File: config.mk
export PLATFORM = sky130hd
export DESIGN_NAME = init_sequencer
export DESIGN_NICKNAME = d
export VERILOG_FILES = /design/src/rtl/init_sequencer.sv
export SDC_FILE = /design/constraint.sdc
export NUM_CORES = 1
export LEC_CHECK = 0
export BUFFER_PORTS_ARGS = -buffer_cell sky130_fd_sc_hd__buf_2
export CAP_MARGIN = 20
export CORE_MARGIN = 10
export CORE_UTILIZATION = 53
export DETAILED_ROUTE_END_ITERATION = 7
export PLACE_DENSITY = 0.91
export SYNTH_ARGS = -nofsm -noshare
export SYNTH_HDL_FRONTEND = slang
export SYNTH_SLANG_ARGS = --single-unit
File: constraint.sdc
create_clock -name clk -period 4.4 [get_ports clk]
set_input_delay 0.44 -clock clk [delete_from_list [all_inputs] [get_ports clk]]
set_output_delay 0.44 -clock clk [all_outputs]
set_load 0.02 [all_outputs]
File: src/rtl/init_sequencer.sv
// init_sequencer: boot-time register writer and owner of the peripheral bus.
// Walks an (address, data) table through a valid/ready bus. Each word is
// retried on an error response or a timeout. Once the whole table is written,
// the bus becomes a transparent pass-through for the CPU-side port.
module init_sequencer #(
  parameter int NUM_WORDS = 8,
  parameter int ADDR_W    = 8,
  parameter int DATA_W    = 32,
  parameter int TIMEOUT   = 255,
  parameter int MAX_RETRY = 3
) (
  input  logic              clk,
  input  logic              rst,
  input  logic              start,
  output logic [7:0]        tbl_idx,
  input  logic [ADDR_W-1:0] tbl_addr,
  input  logic [DATA_W-1:0] tbl_data,
  output logic              bus_valid,
  output logic [ADDR_W-1:0] bus_addr,
  output logic [DATA_W-1:0] bus_wdata,
  input  logic              bus_ready,
  input  logic              bus_err,
  input  logic              cpu_valid,
  input  logic [ADDR_W-1:0] cpu_addr,
  input  logic [DATA_W-1:0] cpu_wdata,
  output logic              cpu_ready,
  output logic              cpu_err,
  output logic              initialized,
  output logic              not_initialized,
  output logic              init_error,
  output logic              busy
);

  localparam int TO_W = $clog2(TIMEOUT + 1);
  localparam int RC_W = $clog2(MAX_RETRY + 1);
  localparam logic [7:0]      LAST_IDX = 8'(NUM_WORDS - 1);
  localparam logic [TO_W-1:0] TO_LIMIT = TO_W'(TIMEOUT);
  localparam logic [RC_W-1:0] RC_LIMIT = RC_W'(MAX_RETRY);

  typedef enum logic [2:0] {
    IDLE,
    LOAD,
    WRITE,
    RETRY,
    DONE,
    FAIL
  } state_t;

  state_t              state_reg;
  logic [7:0]          idx_reg;
  logic [ADDR_W-1:0]   addr_reg;
  logic [DATA_W-1:0]   data_reg;
  logic [TO_W-1:0]     to_cnt_reg;
  logic [RC_W-1:0]     rc_reg;
  logic                pend_reg;
  logic                valid_reg;
  logic                init_reg;
  logic                ierr_reg;
  logic                busy_reg;

  logic [TO_W-1:0]     to_inc;
  logic [RC_W-1:0]     rc_inc;
  logic                start_req;
  logic                accepted;
  logic                rejected;
  logic                expired;

  // Handshake outcome decode for the word currently being written.
  always_comb begin
    to_inc    = to_cnt_reg + 1'b1;
    rc_inc    = rc_reg + 1'b1;
    // A start pulse counts in the same cycle it arrives, so a restart does
    // not have to wait an extra cycle for the pending flag.
    start_req = pend_reg | start;
    accepted  = bus_ready & ~bus_err;
    rejected  = bus_ready & bus_err;
    // This is the TIMEOUT-th cycle without ready. Valid has then been high
    // for exactly TIMEOUT cycles.
    expired   = ~bus_ready & (to_inc == TO_LIMIT);
  end

  // Sequencer FSM. Status outputs are registered together with the state.
  always_ff @(posedge clk or posedge rst) begin
    if (rst) begin
      state_reg  <= IDLE;
      idx_reg    <= '0;
      addr_reg   <= '0;
      data_reg   <= '0;
      to_cnt_reg <= '0;
      rc_reg     <= '0;
      pend_reg   <= 1'b0;
      valid_reg  <= 1'b0;
      init_reg   <= 1'b0;
      ierr_reg   <= 1'b0;
      busy_reg   <= 1'b0;
    end else begin
      // Remember restart requests from any state. A consuming state below
      // overrides this assignment.
      if (start) begin
        pend_reg <= 1'b1;
      end
      case (state_reg)
        IDLE: begin
          state_reg <= LOAD;
          idx_reg   <= '0;
          pend_reg  <= 1'b0;
          busy_reg  <= 1'b1;
        end
        LOAD: begin
          addr_reg   <= tbl_addr;
          data_reg   <= tbl_data;
          to_cnt_reg <= '0;
          valid_reg  <= 1'b1;
          state_reg  <= WRITE;
        end
        WRITE: begin
          if (accepted) begin
            rc_reg    <= '0;
            valid_reg <= 1'b0;
            if (idx_reg == LAST_IDX) begin
              state_reg <= DONE;
              busy_reg  <= 1'b0;
              init_reg  <= 1'b1;
            end else begin
              idx_reg   <= idx_reg + 8'd1;
              state_reg <= LOAD;
            end
          end else if (rejected || expired) begin
            rc_reg    <= rc_inc;
            valid_reg <= 1'b0;
            if (rc_inc == RC_LIMIT) begin
              state_reg <= FAIL;
              busy_reg  <= 1'b0;
              ierr_reg  <= 1'b1;
            end else begin
              state_reg <= RETRY;
            end
          end else if (!bus_ready) begin
            to_cnt_reg <= to_inc;
          end
        end
        RETRY: begin
          to_cnt_reg <= '0;
          valid_reg  <= 1'b1;
          state_reg  <= WRITE;
        end
        DONE: begin
          // Restart only between CPU transactions, so an in-flight CPU
          // request is never cut off.
          if (start_req && !cpu_valid) begin
            pend_reg  <= 1'b0;
            idx_reg   <= '0;
            rc_reg    <= '0;
            init_reg  <= 1'b0;
            busy_reg  <= 1'b1;
            state_reg <= LOAD;
          end
        end
        FAIL: begin
          if (start_req) begin
            pend_reg  <= 1'b0;
            idx_reg   <= '0;
            rc_reg    <= '0;
            ierr_reg  <= 1'b0;
            busy_reg  <= 1'b1;
            state_reg <= LOAD;
          end
        end
        default: begin
          state_reg <= IDLE;
        end
      endcase
    end
  end

  // Bus ownership mux. The CPU drives the bus only once initialized.
  always_comb begin
    tbl_idx         = idx_reg;
    initialized     = init_reg;
    not_initialized = ~init_reg;
    init_error      = ierr_reg;
    busy            = busy_reg;
    bus_valid       = valid_reg;
    bus_addr        = addr_reg;
    bus_wdata       = data_reg;
    cpu_ready       = 1'b0;
    cpu_err         = 1'b0;
    if (init_reg) begin
      bus_valid = cpu_valid;
      bus_addr  = cpu_addr;
      bus_wdata = cpu_wdata;
      cpu_ready = bus_ready;
      cpu_err   = bus_err;
    end
  end

endmodule

==> Word-level counts from Yosys, hierarchy flattened <==
Cells that the tools add are included.
{ "totals": {"reg_bits": 66, "output_inout_bits": 55} }
{ "op_classes": {"addsub": 3, "eq_ne": 21, "mux": 49, "bitwise": 7, "reduce_logical": 18} }
{ "ops": {"columns": ["cell", "n"], "rows": [
  ["$mux 8", 8],
  ["$mux 32", 1],
  ["$pmux 8 s4", 1],
  ["$mux 1", 21],
  ["$ne 2x2->1 const B", 10],
  ["$mux 3", 6],
  ["$add 8x1->8 const B", 2],
  ["$pmux 8 s2", 1],
  ["$pmux 3 s5", 1],
  ["$reduce_and 4->1", 3],
  ["$reduce_and 5->1", 2],
  ["$ne 3x3->1 const B", 3],
  ["$eq 8x3->1 const B", 1],
  ["$eq 8x8->1 const B", 1],
  ["$mux 2", 4],
  ["$eq 3x2->1 const B", 2],
  ["$eq 3x3->1 const B", 2],
  ["$pmux 1 s2", 3],
  ["$pmux 2 s3", 1],
  ["$reduce_and 6->1", 1],
  ["$reduce_bool 2->1", 3],
  ["$pmux 1 s4", 1],
  ["$reduce_bool 4->1", 1],
  ["$and 1x1->1", 3],
  ["14 further kinds", 16]
]} }

==> Depth between registers and ports, before layout <==
Gate-level depths: netlist of run 1.
{ "logic_depth": {"word_depth": 7, "depth_mapped": 8, "ltp_nobuf": 8} }

==> Worst setup path after synthesis of run 1 <==
Ideal clock, no wire load.
{ "synth_timing": {"path_kind": "register to output", "startpoint": "register init_reg (netlist: initialized)", "endpoint": "output port bus_addr[0]", "arrival_ps": 1498, "path_slack_ps": 2462, "stages_incl_launch_ff": 4, "path_cell_list": "dfrtp_1 > clkbuf_1 > clkbuf_1 > mux2_2"} }
{ "synth_between": {"elab_chain_len": 1} }
{ "synth_lines": {"columns": ["element", "line_no", "rtl"], "rows": [
  ["start, declared", "57", "logic init_reg;"],
  ["start signal, assigned", "93", "init_reg <= 1'b0;"],
  ["start signal, assigned", "123", "init_reg <= 1'b1;"],
  ["start signal, assigned", "154", "init_reg <= 1'b0;"],
  ["$mux 8", "188", "if (init_reg) begin"],
  ["end, declared", "19", "output logic [ADDR_W-1:0] bus_addr,"]
]} }
No other way between the ends.

==> Worst setup path in the final report of run 1 <==
{ "layout_timing": {"startpoint": "register init_reg (netlist: initialized)", "endpoint": "output port bus_addr[6]"} }
Same word-level chain as after synthesis.

==> metrics, run 1 <==
status completed; commonest non-fill, non-tap cell in the layout buf_2; via count 3008; TritonCTS Buffers 9; full die area 10400 sq um; Worst path top cell family by delay flip-flops; layout cell share with drive strength beyond 1 55.5%; Worst Skew 0.00763 ns; Setup CP Type reg2out; most frequent cells in the layout buf_2 (140), mux2_2 (81), dfrtp_1 (65); Die W 102 um; syn_area_per_cell 11.4 sq um; antenna violations before repair 0; Clk Latency, worst-skew pair 0.33 ns; yosys synthesis warning count 0; routed len/inst 18.7 um; min Tclk post-route 2.35 ns; Worst IR Drop VDD 370 uV; hold buffers post-CTS 0; area added between synthesis and finish 27.7%; CTS root buffer clkbuf_8; Top FF cell, synth dfrtp_1; Port Buf Inserts 140; # DRC 0; Final nets 537; Pwr Density 632 nW/um^2; die height 102 um; DP HPWL 7.86 mm; Synth area leader dfrtp_1; combinational power share 40.5%; async set or reset register ratio after synthesis 100%; Ports 141; Starting Density 55.3%; Crit-path slowest cell dfrtp_2; Post-Route WL 9.88 mm; vias in the first global route 3200; Critical Path Max Stage Delay 0.95 ns; Unique masters post-synth 50; Total Routing Usage GR 18.8%; CTS Sinks 66; Mapped Area 3550 sq um; # setup viols final 0; CTS resizes 0; worst rel slew slack 26.7%; CTS tree built; Post-synth EDFFs 0; worst endpoint required time 3.96 ns; Starting DRT DRC Count 107; Reg power frac 38.0%; Final Max Slew Viols 0; CP endpoint kind primary output; Area contributors post-synth dfrtp_1 (47%), mux2_2 (26%), o21ai_0 (2.3%); gr ovfl total 0; sw frac 37.4%; min-delay worst type in2async; sw power 1.07 mW; Least-Margin Pin Slew 1.10 ns; global-route wire length before repair 15.6 mm; Synth top area share 46.5%; GP Congestion 0.896; H-tree level count 3; CTS clk-pin slew, worst paths 0.08 ns; Leak Pwr 2.10 nW; Core Area 6420 sq um; postcts setup bufs 0; Max clock buf depth 2; # diodes 0; via/cell ratio 5.69; internal power 1.79 mW; Final period util 53.3%; std cell rows 29; worst-path maximum fanout 45; endpoints failing hold 0; clock share of power 21.4%; number of flip-flops in the largest register 32; syn nets 401; maxcap violations 0; CP Launch Type flop; RSZ-0062 raised after global routing false; CP Cell Sequence mux2_2 > buf_2; Buf+Inv Stages, Crit Path 1; antenna-violating nets left 0; Post-Synthesis Cells 311; setup TNS 0 ns; Critical Path AT 1.91 ns; FF+latch count, synth 66; Max Freq 426 MHz; Pre-antenna DRT Iters 4; Seq/Total Area, Yosys 46.5%; Worst Hold Slack 0.202 ns; largest net degree at the start of global routing 46
through the flow:
stage / total power, mW / worst slack (ns) / utilization (%) / cells / cell area [sq um]
CTS: 2.89 / 2.03 / 70.6 / 529 / 4530
floorplan: 1.92 / 2.31 / - / 311 / 3550
global placement: 2.21 / 2.16 / 66.8 / 513 / 4290
global route: 3.04 / 1.93 / 70.6 / 529 / 4530
detailed placement: 2.27 / 2.09 / 66.8 / 513 / 4290
finish: 2.87 / 2.05 / 70.6 / 529 / 4530
area by class of cell:
cell class,count,area (sq um)
Clock buffer,9,124
Fill cell,450,1890
Sequential cell,66,1650
Tap cell,77,96.3
Inverter,9,33.8
Multi-Input combinational cell,220,1800
Timing Repair Buffer,141,708
Clock inverter,7,116
final timing paths:
| check | end | startpoint | slack [ns] | cells after the start |
|---|---|---|---|---|
| max | bus_addr[6] | initialized | 2.05 | 2 |
| min | data_reg[12] | rst | 0.20 | 2 |
| max reg2reg | data_reg[21] | state_reg[2] | 2.07 | 3 |
| min reg2reg | valid_reg | valid_reg | 0.49 | 1 |
| max in group asynchronous | initialized | rst | 3.30 | 3 |
| min in group clk | data_reg[5] | tbl_data[5] | 0.33 | 2 |
power groups by stage:
stage / Sequential [mW] / Clock (mW) / Combinational [mW]
6_report: 1.09 / 0.614 / 1.16
5_1_grt: 1.13 / 0.649 / 1.26
4_1_cts: 1.09 / 0.624 / 1.17
3_5_place_dp: 1.10 / 0 / 1.17
3_3_place_gp: 1.08 / 0 / 1.12
2_1_floorplan: 0.989 / 0 / 0.931
worst register-to-register path: stages, from the launching register on:
cell      delay [ns]
dfrtp_1         0.58
nand2b_1        0.32
nor2_4          0.86
mux2_2          0.45
cell families (layout without fill, tap and decap cells):
group	Yosys count	count (layout)	synth area share, %
muxes	82	82	26.0
DFF	66	66	46.5
buffers and inverters	25	166	2.93
and+or+nand+nor	79	79	12.1
adders and majority gates	4	4	1.41
AOI/OAI and AO/OA	52	52	10.3
xor gates and xnor gates	3	3	0.741
synth_stat cells (all sizes together) (5+ instances only):
library cell	count
mux2	81
nor2	18
nand4	6
nand3	12
o21ai	18
a21oi	10
or3	5
clkbuf	9
nor2b	6
buf	7
inv	9
nand2	12
dfrtp	66
metal layers:
metal | track usage [%] | vias up | wire length, um
met5 | 0 | - | 0
met4 | 5.64 | 0 | 104
met3 | 8.91 | 12 | 1030
met2 | 33.0 | 133 | 5040
met1 | 19.8 | 1452 | 3710
li1 | - | 1411 | -
Power figures use the tool's default switching activity.
==> run 2: changes to the inputs <==
Settings changed: ABC_AREA set to 1, CORE_UTILIZATION 53 to 49, PLACE_DENSITY 0.91 to 0.86.
Clock period 4.4 ns to 2.3 ns, I/O delays scaled along.
==> metrics, run 2 <==
Synth top area share 46.3% (-0.26 points); status completed; CTS root buffer clkbuf_8; Critical Path AT 2.16 ns (+0.25 ns); GP Congestion 0.851 (-5.0%); std cell rows 31 (+6.9%); worst-path maximum fanout 11 (-76%); full die area 11100 sq um (+7.0%); commonest non-fill, non-tap cell in the layout nand2_1; min-delay worst type in2reg; Pwr Density 1130 nW/um^2 (+79%); setup TNS 0 ns (unchanged); Total Power 5.14 mW (+80%); Reg power frac 35.6% (-2.4 points); largest net degree at the start of global routing 70 (+52%); Mapped Area 3570 sq um (+0.56%); count leader, synth nand2_1; Max Freq 516 MHz; Crit-path slowest cell dfrtp_1; Port Buf Inserts 140 (unchanged); Clk Latency, worst-skew pair 0.33 ns (about the same); number of flip-flops in the largest register 32 (unchanged); Worst Skew 0.00737 ns (-0.000268 ns); CP Launch Type flop; # DRC 0 (unchanged); Synth top cells by count nand2_1 (144), dfrtp_1 (66), inv_1 (47), nor2_1 (47), a21oi_1 (32); CTS resizes 0 (unchanged); via count 3492 (+16%); syn nets 556 (+39%); Ports 141 (unchanged); Pre-antenna DRT Iters 5 (+1); maxcap violations 0 (unchanged); min Tclk post-route 1.94 ns; Worst Hold Path EP addr_reg[0]; # setup viols final 0 (unchanged); Leak Pwr 2.50 nW (+19%); Worst path top cell family by delay simple AND/OR/NAND/NOR gates; CTS tree built; Starting DRT DRC Count 157 (+47%); worst reg-to-reg setup slack 0.36 ns (-1.71 ns); worst flop-to-flop path startpoint to_cnt_reg[0]; sw frac 41.8% (+4.4 points); Post-synth EDFFs 0 (unchanged); die height 105 um (+3.4%); fin area 4550 sq um (+0.33%); Seq/Total Area, Yosys 46.3% (-0.26 points); sw power 2.15 mW (+100%); Die W 105 um (+3.4%); RSZ-0062 raised after global routing false; Setup CP Type reg2reg; Final Max Slew Viols 0 (unchanged); DP Area 4350 sq um (+1.3%); DP HPWL 7.45 mm (-5.3%); Final nets 693 (+29%); Max clock buf depth 2 (unchanged); gr ovfl total 0 (unchanged); async set or reset register ratio after synthesis 100% (unchanged); layout cell share with drive strength beyond 1 31.8% (-24 points); Core Area 7180 sq um (+12%); most frequent cells in the layout nand2_1 (144), buf_2 (140), dfrtp_1 (65); worst r2r path cells 12 (+9); Unique masters post-synth 28 (-44%); Buf+Inv Stages, Crit Path 0 (-1); Critical Path Max Stage Delay 0.44 ns (-0.51 ns); antenna-violating nets left 0 (unchanged); endpoints failing hold 0 (unchanged); area added between synthesis and finish 27.4%; vias in the first global route 3473 (+8.5%); worst endpoint required time 2.52 ns (-1.44 ns); FF+latch count, synth 66 (unchanged); clock share of power 18.6% (-2.8 points); CP Cell Sequence ha_1 > nand3_1 > nor2_1 > nand2_1 > nand2_1 > nor2_2 > nand2_2 > nand2_2 > nand2_2 > nand2_2 > nand2_1 > nand2_1; worst rel slew slack 57.9% (+31 points); H-tree level count 3 (unchanged); Starting Density 49.7% (-5.5 points); # diodes 0 (unchanged); yosys synthesis warning count 0 (unchanged); combinational power share 45.8% (+5.3 points); TritonCTS Buffers 9 (unchanged); Post-Synthesis Cells 466 (+50%); CTS clk-pin slew, worst paths 0.07 ns (about the same); antenna violations before repair 0 (unchanged); Post-Route WL 9.66 mm (-2.2%); Synth area leader dfrtp_1; global-route wire length before repair 16.3 mm (+4.6%); hold depth 2; CTS Sinks 66 (unchanged); Final period util 84.2%; internal power 3.00 mW (+67%); Total Routing Usage GR 17.3% (-1.5 points); Top FF cell, synth dfrtp_1; Worst Hold Launch tbl_addr[0]; Area contributors post-synth dfrtp_1 (46%), nand2_1 (15%), inv_1 (4.9%); CP endpoint kind flop; Least-Margin Pin Slew 0.632 ns (-0.465 ns); RR Endpoint to_cnt_reg[6]; syn_area_per_cell 7.66 sq um (-33%); routed len/inst 13.7 um (-27%); Worst IR Drop VDD 719 uV (+94%); via/cell ratio 4.95 (-13%)
==> run 2: changes by cell type after synthesis, moves of 5 or more <==
| cell | delta |
|---|---|
| nand2_2 | +6 |
| a21oi_1 | +22 |
| nor3_1 | +6 |
| o21ai_0 | +15 |
| inv_1 | +39 |
| nand2_1 | +132 |
| nor2b_1 | -6 |
| mux2_2 | -66 |
| or3_1 | -5 |
| nor2_1 | +29 |
==> run 2: area by class of cell <==
| cell class | count | area [sq um] |
|---|---|---|
| clock buffers | 11 | 151 |
| clock inverters | 3 | 40.0 |
| fillers | 620 | 2630 |
| inverters | 50 | 188 |
| multi-input cells | 331 | 1640 |
| flip-flops and latches | 66 | 1650 |
| well taps | 99 | 124 |
| repair buffers | 145 | 753 |
==> run 2: cells by family (layout without fill, tap and decap cells) <==
logic type / Yosys count / in the layout / synth area share (%)
flip-flops: 66 / 66 / 46.3
XOR/XNOR: 4 / 4 / 0.982
AO/OA/AOI/OAI: 76 / 76 / 11.7
buffers and inverters: 69 / 209 / 7.96
multiplexers: 15 / 15 / 4.73
adder cells (fa/ha/maj): 4 / 4 / 1.40
AND/OR/NAND/NOR: 232 / 232 / 26.9
==> run 2: power by group through the flow <==
| stage | logic [mW] | registers [mW] | clock network, mW |
|---|---|---|---|
| floorplan | 1.73 | 1.85 | 0 |
| global placement | 2.30 | 1.83 | 0 |
| detailed placement | 2.38 | 1.85 | 0 |
| CTS | 2.38 | 1.83 | 0.979 |
| global route | 2.68 | 1.89 | 1.03 |
| finish | 2.35 | 1.83 | 0.957 |
==> run 2: per-stage QoR <==
| step | setup slack, ns | instances | util, % | hold WS (ns) |
|---|---|---|---|---|
| 6_report | 0.364 | 705 | 63.4 | 0.127 |
| 5_1_grt | 0.113 | 705 | 63.4 | 0.125 |
| 4_1_cts | 0.363 | 705 | 63.4 | 0.112 |
| 3_5_place_dp | 0.377 | 690 | 60.6 | 0.334 |
| 3_3_place_gp | 0.553 | 690 | 60.6 | 0.309 |
| 2_1_floorplan | 0.415 | 466 | - | 0.368 |
==> run 2: metal layers <==
layer	GRT usage [%]	part of all wire (%)
met3	5.85	10
met5	0	0
met1	20.1	41
met2	29.1	48
met4	6.08	1.1
==> run 2: repair_timing <==
| item | 4_1_cts | 5_1_grt |
|---|---|---|
| hold buffers | 1 | 0 |
| buffers inserted | 0 | 0 |
| endpoints found under the hold margin | 66 | 0 |
==> run 2: how the worst max path moves through the flow <==
stage	from	depth (start not counted)	to	slack, ns
after detailed placement	to_cnt_reg[0]	12	to_cnt_reg[3]	0.38
after global routing	to_cnt_reg[0]	12	to_cnt_reg[3]	0.11
after floorplan	rst	1	addr_reg[0]	0.42
final	to_cnt_reg[0]	12	to_cnt_reg[6]	0.36
after CTS	to_cnt_reg[0]	12	to_cnt_reg[3]	0.36
after global placement	to_cnt_reg[0]	12	to_cnt_reg[1]	0.55
==> run 3: changes to the inputs <==
Clock period 2.3 ns to 2 ns, I/O delays scaled along.
==> metrics, run 3 (same netlist as run 2, synthesis figures left out) <==
Starting DRT DRC Count 167 (+6.4%); worst rel slew slack 64.5% (+6.6 points); internal power 3.49 mW (+17%); Final WS setup 0.216 ns (-0.148 ns); DP Area 4380 sq um (+0.81%); CP endpoint kind flop; setup TNS 0 ns (unchanged); Reg power frac 35.4% (-0.2 points); min Tclk post-route 1.78 ns (-0.152 ns); vias in the first global route 3486 (+0.37%); TritonCTS Buffers 9 (unchanged); gr ovfl total 0 (unchanged); antenna violations before repair 0 (unchanged); via/cell ratio 4.99 (+0.83%); combinational power share 46.4% (+0.6 points); Pre-antenna DRT Iters 4 (-1); DP HPWL 7.82 mm (+5.0%); Least-Margin Pin Slew 0.532 ns (-0.0995 ns); full die area 11100 sq um (unchanged); min-delay worst type in2reg; CP Cell Sequence inv_1 > nand2_2 > nor2_1 > nand2_2 > nand2_1 > inv_2 > nand3_2 > inv_1 > a21oi_1 > nor2_1; H-tree level count 3 (unchanged); Crit-path slowest cell dfrtp_1; worst-path maximum fanout 13 (+2); Starting Density 49.7% (unchanged); # diodes 0 (unchanged); Max Freq 561 MHz (+8.5%); fill count 615 (-0.81%); pre-CTS WS 0.106 ns (-0.271 ns); antenna-violating nets left 0 (unchanged); # DRC 0 (unchanged); fin area 4590 sq um (+1.0%); Core Area 7180 sq um (unchanged); Critical Path Max Stage Delay 0.40 ns (-0.04 ns); CTS clk-pin slew, worst paths 0.07 ns (about the same); Worst IR Drop VDD 732 uV (+1.7%); Port Buf Inserts 140 (unchanged); most frequent cells in the layout nand2_1 (144), buf_2 (140), dfrtp_1 (63); area added between synthesis and finish 28.8%; GP Congestion 0.844 (-0.79%); largest net degree at the start of global routing 70 (unchanged); global-route wire length before repair 16.5 mm (+1.2%); postcts setup bufs 0 (unchanged); die height 105 um (unchanged); clock share of power 18.3% (-0.3 points); CTS Sinks 66 (unchanged); final core utilization 64.0% (+0.66 points); Max clock buf depth 2 (unchanged); Leak Pwr 2.52 nW (+0.85%); commonest non-fill, non-tap cell in the layout nand2_1; endpoints failing hold 0 (unchanged); Worst Hold Path EP data_reg[24]; Worst Hold Launch tbl_data[24]; std cell rows 31 (unchanged); worst r2r path cells 10 (-2); number of flip-flops in the largest register 32 (unchanged); Worst Skew 0.00672 ns (-0.000645 ns); # setup viols final 0 (unchanged); Total Routing Usage GR 17.6% (+0.33 points); worst reg-to-reg setup slack 0.22 ns (-0.15 ns); Pwr Density 1310 nW/um^2 (+16%); CP Launch Type flop; CTS tree built; RSZ-0062 raised after global routing false; Die W 105 um (unchanged); Clk Latency, worst-skew pair 0.33 ns (about the same); worst endpoint required time 2.22 ns (-0.30 ns); RR Endpoint tbl_idx[2]; hold depth 2 (unchanged); sw frac 42.0% (+0.20 points); maxcap violations 0 (unchanged); Final period util 89.2% (+5.0 points); Setup CP Type reg2reg; routed len/inst 14.0 um (+2.3%); worst flop-to-flop path startpoint state_reg[1]; Critical Path AT 2.01 ns (-0.15 ns); Ports 141 (unchanged); layout cell share with drive strength beyond 1 32.8% (+0.99 points); Final Max Slew Viols 0 (unchanged); Final nets 696 (+0.43%); via count 3536 (+1.3%); Post-Route WL 9.93 mm (+2.8%); sw power 2.52 mW (+18%); CTS root buffer clkbuf_8; status completed
run 3: cell count changes in the layout (fill, tap and decap cells not counted), sizes merged:
cell  delta
buf      +3
run 3: repair_timing:
item                                    4_1_cts  5_1_grt
endpoints found under the setup margin        0        8
hold buffers                                  1        0
endpoints found under the hold margin        21        0
resized for setup                             0        5
run 3: final cells by class:
class	count	area, sq um	share of cell area, %
Timing Repair Buffer	148	788	17.2
Inverter	50	188	4.08
Clock buffer	11	151	3.30
Sequential cell	66	1660	36.0
Multi-Input combinational cell	331	1650	35.9
Clock inverter	3	40.0	0.871
Tap cell	99	124	2.70
run 3: metrics by stage:
step                hold slack, ns  power [mW]  std cells
floorplan                    0.338        4.12        466
global placement             0.263        4.79        693
detailed placement           0.275        4.95        693
CTS                         0.0864        6.05        708
global route                0.0758        6.53        708
finish                      0.0972        6.02        708
run 3: routing by layer:
layer	GRT usage (%)	part of all wire, %	vias up
met3	5.48	8.6	12
met1	20.2	41	1625
li1	-	-	1759
met2	30.5	49	140
met4	5.69	1.4	0
met5	0	0	-
run 3: power groups by stage:
stage          combinational (mW)  sequential, mW  clock (mW)
2_1_floorplan                1.99            2.12           0
3_3_place_gp                 2.68            2.11           0
3_5_place_dp                 2.80            2.15           0
4_1_cts                      2.81            2.12        1.12
5_1_grt                      3.15            2.19        1.19
6_report                     2.79            2.13        1.10
run 3: critical path: cells and delay by family, from the launching register on:
family,cells,cell delay (ns)
compound gates,1,0.15
flops,1,0.40
simple gates,6,0.82
buf+inv,3,0.28
run 3: how the worst max path moves through the flow:
stage,from,end,depth (start not counted)
2_1_floorplan,rst,addr_reg[0],1
3_3_place_gp,to_cnt_reg[0],to_cnt_reg[1],12
3_5_place_dp,to_cnt_reg[0],to_cnt_reg[7],12
4_1_cts,to_cnt_reg[0],to_cnt_reg[7],11
5_1_grt,to_cnt_reg[0],to_cnt_reg[7],12
6_report,state_reg[1],tbl_idx[2],10
